File: config.mk
export PLATFORM = sky130hd
export DESIGN_NAME = recovery_rom_fetcher
export DESIGN_NICKNAME = d
export VERILOG_FILES = /design/src/rtl/recovery_pkg.sv /design/src/rtl/recovery_fetch_fifo.sv /design/src/rtl/recovery_rom_fetcher.sv
export SDC_FILE = /design/constraint.sdc
export NUM_CORES = 1
export LEC_CHECK = 0
export ABC_AREA = 1
export CAP_MARGIN = 20
export CORE_MARGIN = 4
export CORE_UTILIZATION = 55
export CTS_CLUSTER_SIZE = 25
export DETAILED_ROUTE_END_ITERATION = 7
export GPL_ROUTABILITY_DRIVEN = 0
export GPL_TIMING_DRIVEN = 1
export PLACE_DENSITY = 0.79
export SLEW_MARGIN = 40
export SYNTH_ARGS = -nofsm -noshare
export SYNTH_HDL_FRONTEND = slang
export SYNTH_HIERARCHICAL = 1
export SYNTH_SLANG_ARGS = --single-unit
export TNS_END_PERCENT = 5
File: constraint.sdc
create_clock -name clk_i -period 1.7 [get_ports clk_i]
set_input_delay 0.255 -clock clk_i [delete_from_list [all_inputs] [get_ports clk_i]]
set_output_delay 0.255 -clock clk_i [all_outputs]
set_load 0.01 [all_outputs]
File: src/rtl/recovery_pkg.sv
// recovery_pkg: shared fetch FSM encoding and recovery ROM layout constants.
package recovery_pkg;
  typedef enum logic [1:0] {IDLE, FETCH, DRAIN} fetch_state_t;
  localparam logic [31:0] RECOVERY_BASE_ADDR  = 32'h0000_0000;
  localparam int          RECOVERY_CODE_WORDS = 16;
endpackage

File: src/rtl/recovery_fetch_fifo.sv
// recovery_fetch_fifo: small flushable FIFO buffering fetched {addr, data} words.
module recovery_fetch_fifo #(
  parameter int DEPTH = 2,
  parameter int WIDTH = 64
) (
  input  logic                       clk_i,
  input  logic                       rst_ni,
  input  logic                       push_i,
  input  logic                       pop_i,
  input  logic                       flush_i,
  input  logic [WIDTH-1:0]           wdata_i,
  output logic [WIDTH-1:0]           rdata_o,
  output logic                       full_o,
  output logic                       empty_o,
  output logic [$clog2(DEPTH+1)-1:0] count_o
);
  localparam int PW = $clog2(DEPTH);
  localparam int CW = $clog2(DEPTH+1);
  logic [WIDTH-1:0] mem_q [DEPTH];
  logic [PW-1:0]    wr_q, rd_q;
  logic [CW-1:0]    cnt_q;
  always_ff @(posedge clk_i or negedge rst_ni) begin
    if (!rst_ni) begin
      mem_q <= '{default: '0};
      wr_q  <= '0;
      rd_q  <= '0;
      cnt_q <= '0;
    end else if (flush_i) begin
      wr_q  <= '0;
      rd_q  <= '0;
      cnt_q <= '0;
    end else begin
      if (push_i) begin
        mem_q[wr_q] <= wdata_i;
        wr_q        <= wr_q + 1'b1;
      end
      if (pop_i) rd_q <= rd_q + 1'b1;
      cnt_q <= cnt_q + CW'(push_i) - CW'(pop_i);
    end
  end
  assign rdata_o = mem_q[rd_q];
  assign full_o  = cnt_q == CW'(DEPTH);
  assign empty_o = cnt_q == '0;
  assign count_o = cnt_q;
endmodule

File: src/rtl/recovery_rom_fetcher.sv
// recovery_rom_fetcher: streams the recovery code sequence from ROM to the core
// instruction port through a credit-controlled FIFO.
module recovery_rom_fetcher import recovery_pkg::*; #(
  parameter int                    ADDR_WIDTH = 32,
  parameter int                    DATA_WIDTH = 32,
  parameter logic [ADDR_WIDTH-1:0] BASE_ADDR  = ADDR_WIDTH'(RECOVERY_BASE_ADDR),
  parameter int                    CODE_WORDS = RECOVERY_CODE_WORDS,
  parameter int                    FIFO_DEPTH = 2
) (
  input  logic                  clk_i,
  input  logic                  rst_ni,
  input  logic                  start_i,
  input  logic                  abort_i,
  output logic                  busy_o,
  output logic                  done_o,
  output logic                  rom_req_o,
  output logic [ADDR_WIDTH-1:0] rom_addr_o,
  input  logic [DATA_WIDTH-1:0] rom_rdata_i,
  output logic                  instr_valid_o,
  input  logic                  instr_ready_i,
  output logic [DATA_WIDTH-1:0] instr_rdata_o,
  output logic [ADDR_WIDTH-1:0] instr_addr_o
);
  localparam int NW = $clog2(CODE_WORDS+1);
  localparam int CW = $clog2(FIFO_DEPTH+1);
  fetch_state_t          state_q;
  logic [NW-1:0]         issue_cnt_q, pop_cnt_q;
  logic                  inflight_q;
  logic [ADDR_WIDTH-1:0] addr_q, rsp_addr_q;
  logic                  push, pop, flush, full, empty, credit;
  logic [CW-1:0]         fifo_cnt;
  recovery_fetch_fifo #(.DEPTH(FIFO_DEPTH), .WIDTH(ADDR_WIDTH+DATA_WIDTH)) u_fifo (
    .clk_i   (clk_i),
    .rst_ni  (rst_ni),
    .push_i  (push),
    .pop_i   (pop),
    .flush_i (flush),
    .wdata_i ({rsp_addr_q, rom_rdata_i}),
    .rdata_o ({instr_addr_o, instr_rdata_o}),
    .full_o  (full),
    .empty_o (empty),
    .count_o (fifo_cnt)
  );
  assign pop           = !empty && instr_ready_i;
  assign push          = inflight_q && !abort_i;
  assign flush         = abort_i && state_q != IDLE;
  // A word leaving this cycle frees its slot for a request issued now.
  assign credit        = pop || (!full && !(inflight_q && fifo_cnt == CW'(FIFO_DEPTH-1)));
  assign rom_req_o     = state_q == FETCH && issue_cnt_q < NW'(CODE_WORDS) && credit && !abort_i;
  assign rom_addr_o    = addr_q;
  assign instr_valid_o = !empty;
  assign busy_o        = state_q != IDLE;
  assign done_o        = state_q == DRAIN && pop && pop_cnt_q == NW'(CODE_WORDS-1) && !abort_i;
  always_ff @(posedge clk_i or negedge rst_ni) begin
    if (!rst_ni) begin
      state_q     <= IDLE;
      issue_cnt_q <= '0;
      pop_cnt_q   <= '0;
      inflight_q  <= 1'b0;
      addr_q      <= '0;
      rsp_addr_q  <= '0;
    end else begin
      inflight_q <= rom_req_o;
      if (rom_req_o) begin
        rsp_addr_q  <= addr_q;
        addr_q      <= addr_q + ADDR_WIDTH'(4);
        issue_cnt_q <= issue_cnt_q + 1'b1;
      end
      if (pop && !abort_i) pop_cnt_q <= pop_cnt_q + 1'b1;
      case (state_q)
        IDLE: if (start_i) begin
          state_q     <= FETCH;
          issue_cnt_q <= '0;
          pop_cnt_q   <= '0;
          addr_q      <= BASE_ADDR;
        end
        FETCH:   state_q <= abort_i ? IDLE : issue_cnt_q == NW'(CODE_WORDS) ? DRAIN : FETCH;
        DRAIN:   state_q <= (abort_i || done_o) ? IDLE : DRAIN;
        default: state_q <= IDLE;
      endcase
    end
  end
endmodule
# --- Word level (Yosys, flattened, before mapping) ---
# Cells that the tools add are included.
totals:
  register_bits: 209
  latchBits: 0
  mem_bits_rw: 0
  rom_bits: 0
  input_bits: 37
  out_inout_bits: 100
  wordCells: 82
  mem_count: 0
classes:
  add_sub_neg: 7
  mul: 0
  div_mod_pow: 0
  n_lt_le_gt_ge: 4
  n_eq_ne: 7
  shifts: 0
  mux: 25
  n_bitwise: 3
  n_reduce_logical: 25
ops:
  columns: ["cell", "count"]
  rows:
  - ["$mux 64", 4]
  - ["$bwmux 128", 1]
  - ["$mux 32", 3]
  - ["$demux 64 s1", 1]
  - ["$add 32x3->32 const B", 1]
  - ["$mux 5", 6]
  - ["$logic_and 1x1->1", 13]
  - ["$add 5x1->5 const B", 2]
  - ["$mux 2", 5]
  - ["$pmux 2 s3", 1]
  - ["$reduce_bool 2->1", 3]
  - ["$eq 5x4->1 const B", 1]
  - ["$eq 5x5->1 const B", 1]
  - ["$lt 5x5->1 const B", 1]
  - ["$eq 2x1->1 const B", 2]
  - ["$eq 2x2->1 const B", 2]
  - ["$ge 2x2->1 const B", 2]
  - ["$logic_not 1->1", 4]
  - ["$logic_not 2->1", 2]
  - ["$mux 1", 4]
  - ["$not 1->2", 2]
  - ["$add 1x1->1 const B", 2]
  - ["$add 2x1->2", 1]
  - ["$logic_or 1x1->1", 2]
  - ["other kinds (5)", 5]

# --- Logic depth before layout (Yosys ltp) ---
depth:
  depth_word: 10
  depth_mapped: 10
  depth_no_buf: 10

# --- Cells and area by module ---
# The synthesis kept the hierarchy.
modules_own_cells:
  columns: ["mod", "instances", "cells_each", "area_per_inst_um2", "seq_area_each_um2"]
  rows:
  - ["recovery_fetch_fifo", 1, 575, 6100.9, 3303.2]
  - ["recovery_rom_fetcher", 1, 473, 3637.2, 1826.8]

# --- Worst setup path before layout ---
# OpenSTA, ideal clock, no wires.
synth_timing:
  path_kind: "reg2reg"
  from: "register u_fifo.cnt_q[0] (netlist: u_fifo/count_o[0])"
  to: "register u_fifo.cnt_q[0] (netlist: u_fifo/count_o[0])"
  setup_ns: 0.125
  arrival_time_ns: 1.449
  required_ns: 1.575
  path_slack_ns: 0.126
  path_stages_with_launch: 10
  n_path_buf: 0
  synth_period_minus_slack_ns: 1.574
  path_cell_list: "dfrtp_1 nor2_1 inv_1 nand2_1 inv_1 ha_1 inv_1 ha_1 inv_1 nor2_1"
synth_between:
  elab_chain_len: 5
  word_cells_on_any_way: 6
  classes_between: "add/sub (2); mux (1); reduce/logical (3)"
synth_rtl:
  columns: ["item", "line_no", "rtl"]
  rows:
  - ["from (decl)", "recovery_fetch_fifo.sv:21", "logic [CW-1:0] cnt_q;"]
  - ["from (signal assigned)", "recovery_fetch_fifo.sv:38", "cnt_q <= cnt_q + CW'(push_i) - CW'(pop_i);"]
  - ["$logic_not 2->1", "recovery_fetch_fifo.sv:43", "assign empty_o = cnt_q == '0;"]
  - ["via empty", "recovery_rom_fetcher.sv:30", "logic push, pop, flush, full, empty, credit;"]
  - ["$logic_not 1->1", null, null]
  - ["via instr_valid_o", "recovery_rom_fetcher.sv:19", "output logic instr_valid_o,"]
  - ["$logic_and 1x1->1", "recovery_rom_fetcher.sv:44", "assign pop = !empty && instr_ready_i;"]
  - ["via pop", "recovery_rom_fetcher.sv:30", null]
  - ["$sub 2x1->2", "recovery_fetch_fifo.sv:38", null]
  - ["$mux 2", "recovery_fetch_fifo.sv:28", "end else if (flush_i) begin"]
# The timed path passes the listed nets, and every way through them passes these cells.
# A chain may end at the register's enable or synchronous reset.

# --- Final worst setup path ---
layout_timing:
  from: "register u_fifo.rd_q"
  to: "output instr_addr_o[10]"
layout_between:
  elab_chain_len: 4
layout_rtl:
  columns: ["item", "line_no", "rtl"]
  rows:
  - ["from (decl)", "recovery_fetch_fifo.sv:20", "logic [PW-1:0] wr_q, rd_q;"]
  - ["from (signal assigned)", "recovery_fetch_fifo.sv:37", "if (pop_i) rd_q <= rd_q + 1'b1;"]
  - ["$not 1->2 (implied by the code)", "recovery_fetch_fifo.sv:41", "assign rdata_o = mem_q[rd_q];"]
  - ["$mux 64 (implied by the code) (3 in a row)", "recovery_fetch_fifo.sv:41", null]
  - ["to (decl)", "recovery_rom_fetcher.sv:22", "output logic [ADDR_WIDTH-1:0] instr_addr_o"]
# No other way between the ends. The select of a mux whose other input is x is not followed.

==> impl_results.md <==
- Critical path capture point type: output pin
- Peak Freq: 0.494 GHz
- Period utilization: 119%
- CP max FO: 8
- Int Pwr: 0.0132 W
- Cell Area, Synth: 9740 um2
- Worst R2R End: u_fifo/count_o[1]
- CTS tree: built
- Netlist cell types: 33
- Final Power: 0.0188 W
- Global-route wire length before repair: 37.2 mm
- R2R Path Start: u_fifo/count_o[1]
- Lkg Pwr: 6.33 nW
- Syn Area/Cell: 9.29 um2
- Seq/Total Area, Yosys: 52.7%
- Final nets: 1279
- Required time worst endpoint: 1.44 ns
- Post-Synthesis Cells: 1048
- PD cells: 1470 nW/um2
- Worst-case reg-to-reg path depth: 11
- Die height: 141 um
- Startpoint Class: flop
- Via density: 5.21
- DRT iter0 DRCs: 575
- Worst R2R Setup Slack: -0.03 ns
- Core area: 17300 um2
- 1st-pass router iterations: 5
- Violated checks: negative setup slack
- I/O pin count: 137
- Largest net degree at the start of global routing: 49
- Final wirelength: 22.4 mm
- Grt ovf: 0
- Post-DP HPWL: 14.8 mm
- Max-cap viol count: 0
- CTS Buffer Depth: 3
- PortBufs: 134
- Synthesis Warnings: 6
- DR WL/cell: 15.2 um
- Clk network pwr share: 26.9%
- Sequential Power Share: 35.6%
- Max-slew violations: 0
- Final Critical Period: 2.02 ns
- P_sw: 0.00564 W
- Crit Path Category: reg -> out
- Pre-CTS setup slack: -0.329 ns
- Via count: 7686
- Die X: 141 um
- Antenna cell count: 0
- Final setup margin: -0.322 ns
- Seq cells post-synth: 205
- Initial Util: 56.3%
- RSZ-0062 raised after global routing: yes
- Die area: 19900 um2
- Area Growth Syn to Fin: 31.4%
- Layout cells sized above 1: 27.3%
- Critical path arrival: 1.77 ns
- Hold Slack: 0.295 ns
- Status: finished, violations left
- Switching Share: 30.0%
- Antenna violations before repair: 0
- Clk slew on worst S/H paths: 0.06 ns
- Hold Violations, Final: 0
- Vias in the first global route: 7506
- Skew final: 0.00906 ns
- Setup violators final: 68
- Clk_lat worst skew: 0.49 ns
- DRC Markers: 0
- H-tree depth reported by CTS: 1
- Num Clock Sinks: 205
- TritonCTS Buffers: 22
- Gate power share: 37.6%
- Row count: 48
- Clock root buffer: clkbuf_16
- Gr usage total: 22.5%
- Antenna Nets Post-Route: 0
- VDD IR max: 0.00100 V
- Hold crit path type: in -> async
## cell families (layout without fill, tap and decap cells)
| group | count (synthesis) | in the layout | share of synthesized area (%) |
|---|---|---|---|
| other | 1 | 4 | 0.0385 |
| xor gates and xnor gates | 3 | 3 | 0.270 |
| AOI/OAI and AO/OA | 185 | 185 | 12.2 |
| buffers and inverters | 177 | 377 | 9.35 |
| and+or+nand+nor | 406 | 406 | 17.1 |
| muxes | 64 | 64 | 7.40 |
| DFF | 205 | 205 | 52.7 |
| adders and majority gates | 7 | 7 | 0.899 |
## worst max-delay path by stage
stage	startpoint	to	slack, ns
floorplan	u_fifo/count_o[0]	u_fifo/count_o[0]	0.13
global placement	instr_ready_i	done_o	-0.30
detailed placement	instr_ready_i	done_o	-0.33
CTS	pop_cnt_q[1]	done_o	-0.37
global route	pop_cnt_q[0]	done_o	-0.44
finish	u_fifo/rd_q	instr_addr_o[10]	-0.32
## final cells by class
cell class,count,area [um2]
flip-flops and latches,205,5140
fillers,1303,4500
multi-input cells,669,3840
repair buffers,210,2270
clock buffers,34,677
inverters,127,477
well taps,225,282
clock inverters,6,110
## worst max-delay path, stage by stage, from the launching register on
cell	delay, ns
dfrtp_2	0.41
buf_12	0.16
buf_12	0.14
buf_6	0.12
mux2_4	0.32
buf_6	0.13
## power groups by stage
stage          registers, W  logic [W]  clock network [W]
2_1_floorplan       0.00658    0.00351                  0
3_3_place_gp        0.00669    0.00586                  0
3_5_place_dp        0.00675    0.00597                  0
4_1_cts             0.00666    0.00665            0.00518
5_1_grt             0.00682    0.00766            0.00537
6_report            0.00669    0.00707            0.00505
## cell usage after synthesis (all sizes together)
cell type,number,share of area (%)
dfrtp,205,53
clkbuf,3,0.12
buf,47,4.3
nor2b,1,0.064
nand4,9,0.58
nor2,73,3.1
nand3b,1,0.21
nand2,278,11
a21oi,26,1.5
nor3,7,0.36
a211oi,1,0.077
nand3,36,2.0
conb,1,0.039
nor4,1,0.064
inv,127,4.9
o2111ai,1,0.090
xor2,3,0.27
a22oi,1,0.077
o21ai,155,10
mux2,64,7.4
ha,7,0.90
o41ai,1,0.090
## sequential cells by signal (all words and copies together), names as in the netlist
register        cells
pop_cnt_q           5
u_fifo/wr_q         1
rom_addr_o         30
u_fifo/count_o      2
issue_cnt_q         5
u_fifo/rd_q         1
inflight_q          1
u_fifo/mem_q      128
state_q             2
rsp_addr_q         30
## placed cells by master, fill, tap and decap left out, drive strengths merged
master and instances:
nor4 1, a22oi 1, a21oi 26, o2111ai 1, clkdlybuf4s50 35, nor3 7
nand3b 1, o41ai 1, clkdlybuf4s15 1, conb 4, nor2b 1, ha 7
bufinv 3, dfrtp 205, nand4 9, dlygate4sd3 1, nor2 73, o21ai 155
clkbuf 37, a211oi 1, dlygate4sd2 31, buf 139, nand3 36, xor2 3
clkinv 1, inv 127, nand2 278, clkinvlp 2, mux2 64
## what timing repair did
action                                  in CTS  in global routing
endpoints found under the hold margin       40                  0
pin swaps                                    3                  2
gates cloned                                 3                  2
setup buffers                                9                  1
hold buffers                                 1                  0
endpoints found under the setup margin     104                105
resized for setup                          360                 53
## per-layer routing
| metal | share of wire [%] | vias to the layer above | track usage (%) | wire [um] |
|---|---|---|---|---|
| li1 | - | 3754 | - | - |
| met1 | 45 | 3689 | 32.2 | 10000 |
| met3 | 5.3 | 26 | 3.36 | 1190 |
| met2 | 48 | 217 | 36.9 | 10800 |
| met5 | 0 | - | 0 | 0 |
| met4 | 1.7 | 0 | 4.79 | 386 |
## per-stage QoR
stage | TNS [ns] | cells | utilization [%] | cell area [um2]
2_1_floorplan | 0 | 1051 | - | 9750
3_3_place_gp | -26.81 | 1420 | 67.1 | 11600
3_5_place_dp | -37.34 | 1420 | 67.1 | 11600
4_1_cts | -18.19 | 1473 | 72.6 | 12600
5_1_grt | -21.39 | 1476 | 74.0 | 12800
6_report | -17.40 | 1476 | 74.0 | 12800
Note: power is estimated with default switching activity, not from simulation.
==> edit 1: new RTL, config.mk and constraints unchanged <==
One comparison of `pop_cnt_q` changes from == to >=.
--- a/src/rtl/recovery_rom_fetcher.sv
+++ b/src/rtl/recovery_rom_fetcher.sv
@@ -50,7 +50,7 @@
   assign rom_addr_o    = addr_q;
   assign instr_valid_o = !empty;
   assign busy_o        = state_q != IDLE;
-  assign done_o        = state_q == DRAIN && pop && pop_cnt_q == NW'(CODE_WORDS-1) && !abort_i;
+  assign done_o        = state_q == DRAIN && pop && pop_cnt_q >= NW'(CODE_WORDS-1) && !abort_i;
   always_ff @(posedge clk_i or negedge rst_ni) begin
     if (!rst_ni) begin
       state_q     <= IDLE;
Behaviour: no difference found for any inputs over 4 cycles, from zero or initial values and one cycle with rst_ni low; that may be too few to reach the edited logic, so the function may still have changed.
==> edit 1 against the original RTL <==
Sequential cell count stayed put. Clock skew hardly changed. Synthesized area is 0.37% higher. Power is 1.4% lower. Cell count is 1.0% lower. Die area is 0.35% higher. Largest power group unchanged. Via count is 2.6% lower. The flow still finishes with violations (setup timing). Final area is 1.3% lower. Wire length is 1.1% lower. Worst setup slack worse by 0.0075 ns.
==> edit 1: results (changes against the original RTL) <==
The flow ran to the end, but the final reports show violations. The share of the synthesized area in compound gates (AO/OA/AOI/OAI) is 0.120 (-0.00250). The reported leakage power came out at 6.16 nW (-2.7%).

The number of gates resized after cts is 369 (+2.5%). The proportion of layout cells with a drive suffix above 1 came to 0.265 (-0.00801). The total negative slack came to -16.48 ns (+0.922 ns). The fraction of area in registers came out at 0.407 (+0.00549). The utilization after layout is 0.728 (-0.0121). The number of warnings printed during yosys synthesis came out at 6 (unchanged). The number of post-CTS setup repair buffers is 6 (-3). The count of clock-net buffers in the final layout came out at 32 (-5.9%). The tree is rooted in a sky130_fd_sc_hd__clkbuf_16. The final reports fail on setup timing. The worst-path maximum fanout is 9 (+1). The cell total after placement came out at 1412 (-0.56%). The power of the clock network is 4.35 mW (-14%).

The final worst slack came out at -0.330 ns (-0.00753 ns). The data-path buffer share of cell area in the final layout came to 0.168 (-0.00935). The routed via count divided by cell count is 5.12 (-1.6%). The number of CTS-inserted buffers is 22 (unchanged). The combinational-cell power consumption is 7.43 mW (+5.1%). The share of the synthesized netlist area taken by xor and xnor gates is 0.00717 (+0.00447).

The mux cell area share after synthesis is 0.0737 (-0.000275). The post-route clock skew came out at 0.00873 ns (-0.000332 ns). The area of the die came out at 0.0200 sq mm (+0.35%). The global-route wire length before repair came to 36700 microns (-1.2%).

The adder-cell share of the synthesized area is 0.00896 (-0.0000334). The net switching component of the power came out at 5.73 mW (+1.6%). The unique cell type count in the Yosys netlist is 30 (-9.1%).

Ranked by flip-flop count, first place goes to u_fifo/mem_q. The total half-perimeter wirelength after legalization and detailed placement came out at 14400 microns (-2.8%). The post-placement setup slack came to -0.222 ns (+0.107 ns). The number of hold buffers added after CTS was 1 (unchanged).

The total routing resource utilization after global routing is 0.221 (-0.00434). The non-clock inverter instance count of the final layout came out at 131 (+3.1%). The multi-input gate share of the layout cell area is 0.312 (+0.0119). The layout multi-input combinational cell count is 675 (+0.90%). By count the netlist is led by sky130_fd_sc_hd__nand2_1 (273), sky130_fd_sc_hd__dfrtp_1 (205), sky130_fd_sc_hd__inv_1 (122). The clock-cell share of area was 0.0513 (-0.0102).

The number of global-route vias before repair came to 7522 (+0.21%). The post-placement cell area is 0.0115 sq mm (-0.89%). Yosys attributes the largest share of cell area to sky130_fd_sc_hd__dfrtp_1 (52%), sky130_fd_sc_hd__nand2_1 (10%), sky130_fd_sc_hd__mux2_2 (7.4%). The final instance count without filler cells came out at 1461 (-1.0%).

The average cell area after synthesis came out at 9.24 sq um (-0.58%). The overall power after layout came to 18.6 mW (-1.4%). The layout buffer count excluding clock buffers came out at 190 (-9.5%). The number of flip-flops in the largest register is 128 (unchanged). The number of fill cells is 1263 (-3.1%). The final count of negative-setup-slack endpoints is 67 (-1.5%). The detailed router's first-iteration violation count came to 419 (-27%). The most used flip-flop cell after synthesis is sky130_fd_sc_hd__dfrtp_1. The peak ir drop on the vdd network was 1050 uV (+4.9%). The maximum number of pins on one net before global-route repair is 60 (+22%).
edit 1: cell types whose count changed after synthesis, sizes merged, moves of 2 or more:
cell / before / now
nand3: 36 / 31
nor2: 73 / 86
xor2: 3 / 8
a21oi: 26 / 23
inv: 127 / 131
nand2: 278 / 274
o21ai: 155 / 159
nand4: 9 / 7
edit 1: cell families after synthesis:
group,count (synthesis)
simple gates,409
buf+inv,181
fa+ha+maj,7
other cells,1
flops,205
mux,64
compound gates,183
xor+xnor,8
edit 1: critical path: stages (launching register included):
cell	delay, ns
sky130_fd_sc_hd__dfrtp_2	0.37
sky130_fd_sc_hd__buf_12	0.17
sky130_fd_sc_hd__buf_12	0.14
sky130_fd_sc_hd__buf_16	0.12
sky130_fd_sc_hd__mux2_2	0.35
sky130_fd_sc_hd__buf_6	0.12
edit 1: worst paths after layout:
check,startpoint,depth (start not counted),to,slack [ns]
min,rst_ni,2,u_fifo/mem_q[91]$_DFFE_PN0P_,0.26
min in group clk_i,rom_rdata_i[25],3,u_fifo/mem_q[25]$_DFFE_PN0P_,0.34
max in group asynchronous,rst_ni,3,u_fifo/mem_q[4]$_DFFE_PN0P_,0.79
max reg2reg,u_fifo/count_o[0]$_DFF_PN0_,10,u_fifo/count_o[1]$_DFF_PN0_,-0.02
max,u_fifo/rd_q$_DFFE_PN0P_,5,instr_addr_o[20],-0.33
min reg2reg,u_fifo/mem_q[53]$_DFFE_PN0P_,2,u_fifo/mem_q[53]$_DFFE_PN0P_,0.48
edit 1: layer usage:
| metal | global-route usage | vias up | wire, microns |
|---|---|---|---|
| met5 | 0 | - | 0 |
| met4 | 0.0571 | 0 | 347 |
| met3 | 0.0263 | 22 | 1220 |
| met2 | 0.356 | 203 | 10500 |
| met1 | 0.322 | 3559 | 10100 |
| li1 | - | 3703 | - |
==> edit 2: new RTL, config.mk and constraints unchanged <==
Made on the original files. `ADDR_WIDTH`: 32 -> 24.
--- a/src/rtl/recovery_rom_fetcher.sv
+++ b/src/rtl/recovery_rom_fetcher.sv
@@ -1,7 +1,7 @@
 // recovery_rom_fetcher: streams the recovery code sequence from ROM to the core
 // instruction port through a credit-controlled FIFO.
 module recovery_rom_fetcher import recovery_pkg::*; #(
-  parameter int                    ADDR_WIDTH = 32,
+  parameter int                    ADDR_WIDTH = 24,
   parameter int                    DATA_WIDTH = 32,
   parameter logic [ADDR_WIDTH-1:0] BASE_ADDR  = ADDR_WIDTH'(RECOVERY_BASE_ADDR),
   parameter int                    CODE_WORDS = RECOVERY_CODE_WORDS,
Interface: changed (resized instr_addr_o and rom_addr_o); port bits go from 137 to 121. No check against the original RTL was run, so the function may have changed too.
==> edit 2 against the original RTL <==
Clock power decreased by 19%. Worst setup slack improved by 0.052 ns. Via count decreased by 19%. Synthesized area decreased by 18%. Wire length decreased by 20%. Power decreased by 17%. Final area decreased by 18%. The run still ends with setup timing left. Maximum frequency increased by 2.7%. Sequential cell count decreased by 32. Largest cell class unchanged. Count of clock-buffer cells in the layout decreased by 10.
==> edit 2: results (changes against the original RTL) <==
The number of global-route vias before repair is 6115 (-19%). The number of fill cells is 1014 (-22%). The peak ir drop on the vdd network came out at 879 uV (-12%). Counting instances in the post-synthesis netlist gives the leading cell types as sky130_fd_sc_hd__nand2_1 (229), sky130_fd_sc_hd__dfrtp_1 (173), sky130_fd_sc_hd__inv_1 (100). The proportion of layout cells with a drive suffix above 1 came out at 0.240 (-0.0337).

The met1 routed wirelength after detailed routing came out at 8200 microns (-18%). The power of the clock network is 4.09 mW (-19%). The mux cell area share after synthesis is 0.0787 (+0.00467). The worst-path maximum fanout came out at 2 (-6).

The final instance count without filler cells came out at 1219 (-17%). The total half-perimeter wirelength after legalization and detailed placement was 11700 microns (-21%). The switching fraction of total power came out at 0.299 (-0.000518). The cell total after placement came out at 1174 (-17%). The routed via count divided by cell count is 5.12 (-1.8%). By area the synthesized netlist is led by sky130_fd_sc_hd__dfrtp_1 (54%), sky130_fd_sc_hd__nand2_1 (11%), sky130_fd_sc_hd__mux2_2 (7.4%). The deepest clock path buffer count is 2 (-1).

The portion of the post-synthesis area used by sequential elements came out at 0.540 (+0.0133). The number of post-CTS setup repair buffers came out at 10 (+1). The share of the synthesized area in compound gates (AO/OA/AOI/OAI) is 0.115 (-0.00761).

The adder-cell share of the synthesized area is 0.0109 (+0.00193). The number of flip-flops in the largest register came out at 112 (-13%). The insertion delay to the later sink of the worst-skew pair is 0.42 ns (-0.07 ns). The global-route wire length before repair came out at 29900 microns (-20%). The share of the synthesized netlist area taken by xor and xnor gates is 0.00328 (+0.000580). The routed length on met3 came out at 1050 microns (-11%). The reported leakage power was 5.29 nW (-16%). The total routing resource utilization after global routing is 0.228 (+0.00237). The average wire per standard cell is 14.7 microns (-3.2%).

The final count of negative-setup-slack endpoints is 58 (-15%). The post-route clock skew is 0.00739 ns (-0.00168 ns). The number of nets in the final layout is 1072 (-16%). The post-placement cell area came out at 0.00961 sq mm (-17%). The final reports fail on setup timing. The synthesized instance count is 874 (-17%). The flip-flop and latch power was 5.67 mW (-15%). The flow ran to the end, but the final reports show violations. The final worst slack is -0.270 ns (+0.0524 ns). The delay of the slowest cell on the worst path is 0.38 ns (-0.03 ns).

The number of H-tree levels was 4 (+3). The total negative slack came to -8.65 ns (+8.75 ns). In this design, the largest share of critical-path delay is due to flip-flops. The number of CTS-inserted buffers came to 17 (-23%). The detailed router's first-iteration violation count came out at 454 (-21%). The largest individual stage delay along the critical path comes from the cell sky130_fd_sc_hd__dfrtp_1.

The routing usage on met1 is 0.316 (-0.00585). The post-placement setup slack is -0.330 ns (-0.000633 ns). The global-route met2 utilization is 0.363 (-0.00589). The count of buffers inserted at the top-level ports is 118 (-12%). The net switching component of the power came out at 4.66 mW (-17%). The length of routed met2 wiring came out at 8420 microns (-22%). The maximum number of pins on one net before global-route repair came to 51 (+4.1%).
-- edit 2: cell types whose count changed after synthesis, moves of 5 or more --
cell,change
sky130_fd_sc_hd__nand3_1,-16
sky130_fd_sc_hd__o21ai_2,-38
sky130_fd_sc_hd__dfrtp_1,-32
sky130_fd_sc_hd__buf_4,-5
sky130_fd_sc_hd__nand2_1,-48
sky130_fd_sc_hd__buf_6,-9
sky130_fd_sc_hd__o21ai_1,+19
sky130_fd_sc_hd__clkbuf_1,+5
sky130_fd_sc_hd__inv_1,-24
sky130_fd_sc_hd__mux2_2,-11
sky130_fd_sc_hd__nand4_1,-7
-- edit 2: path summary, 6_finish.rpt --
| path | startpoint | endpoint | slack, ns | cells after the start |
|---|---|---|---|---|
| min | rst_ni | u_fifo/mem_q[20]$_DFFE_PN0P_ | 0.36 | 2 |
| max in group asynchronous | rst_ni | rom_addr_o[9]$_DFF_PN0_ | 0.69 | 3 |
| max reg2reg | u_fifo/count_o[1]$_DFF_PN0_ | u_fifo/count_o[1]$_DFF_PN0_ | 0.06 | 10 |
| max | pop_cnt_q[1]$_DFF_PN0_ | done_o | -0.27 | 7 |
| min in group clk_i | rom_rdata_i[25] | u_fifo/mem_q[25]$_DFFE_PN0P_ | 0.40 | 3 |
| min reg2reg | rsp_addr_q[13]$_DFFE_PN0P_ | rsp_addr_q[13]$_DFFE_PN0P_ | 0.47 | 2 |
-- edit 2: cell type report --
type / instances / area (sq um) / share of cell area
tap: 180 / 225 / 0.0214
sequential: 173 / 4340 / 0.412
inverter: 102 / 383 / 0.0363
clock buffer: 24 / 492 / 0.0467
timing repair buffer: 174 / 1910 / 0.181
multi-input combinational: 560 / 3050 / 0.290
clock inverter: 6 / 133 / 0.0126
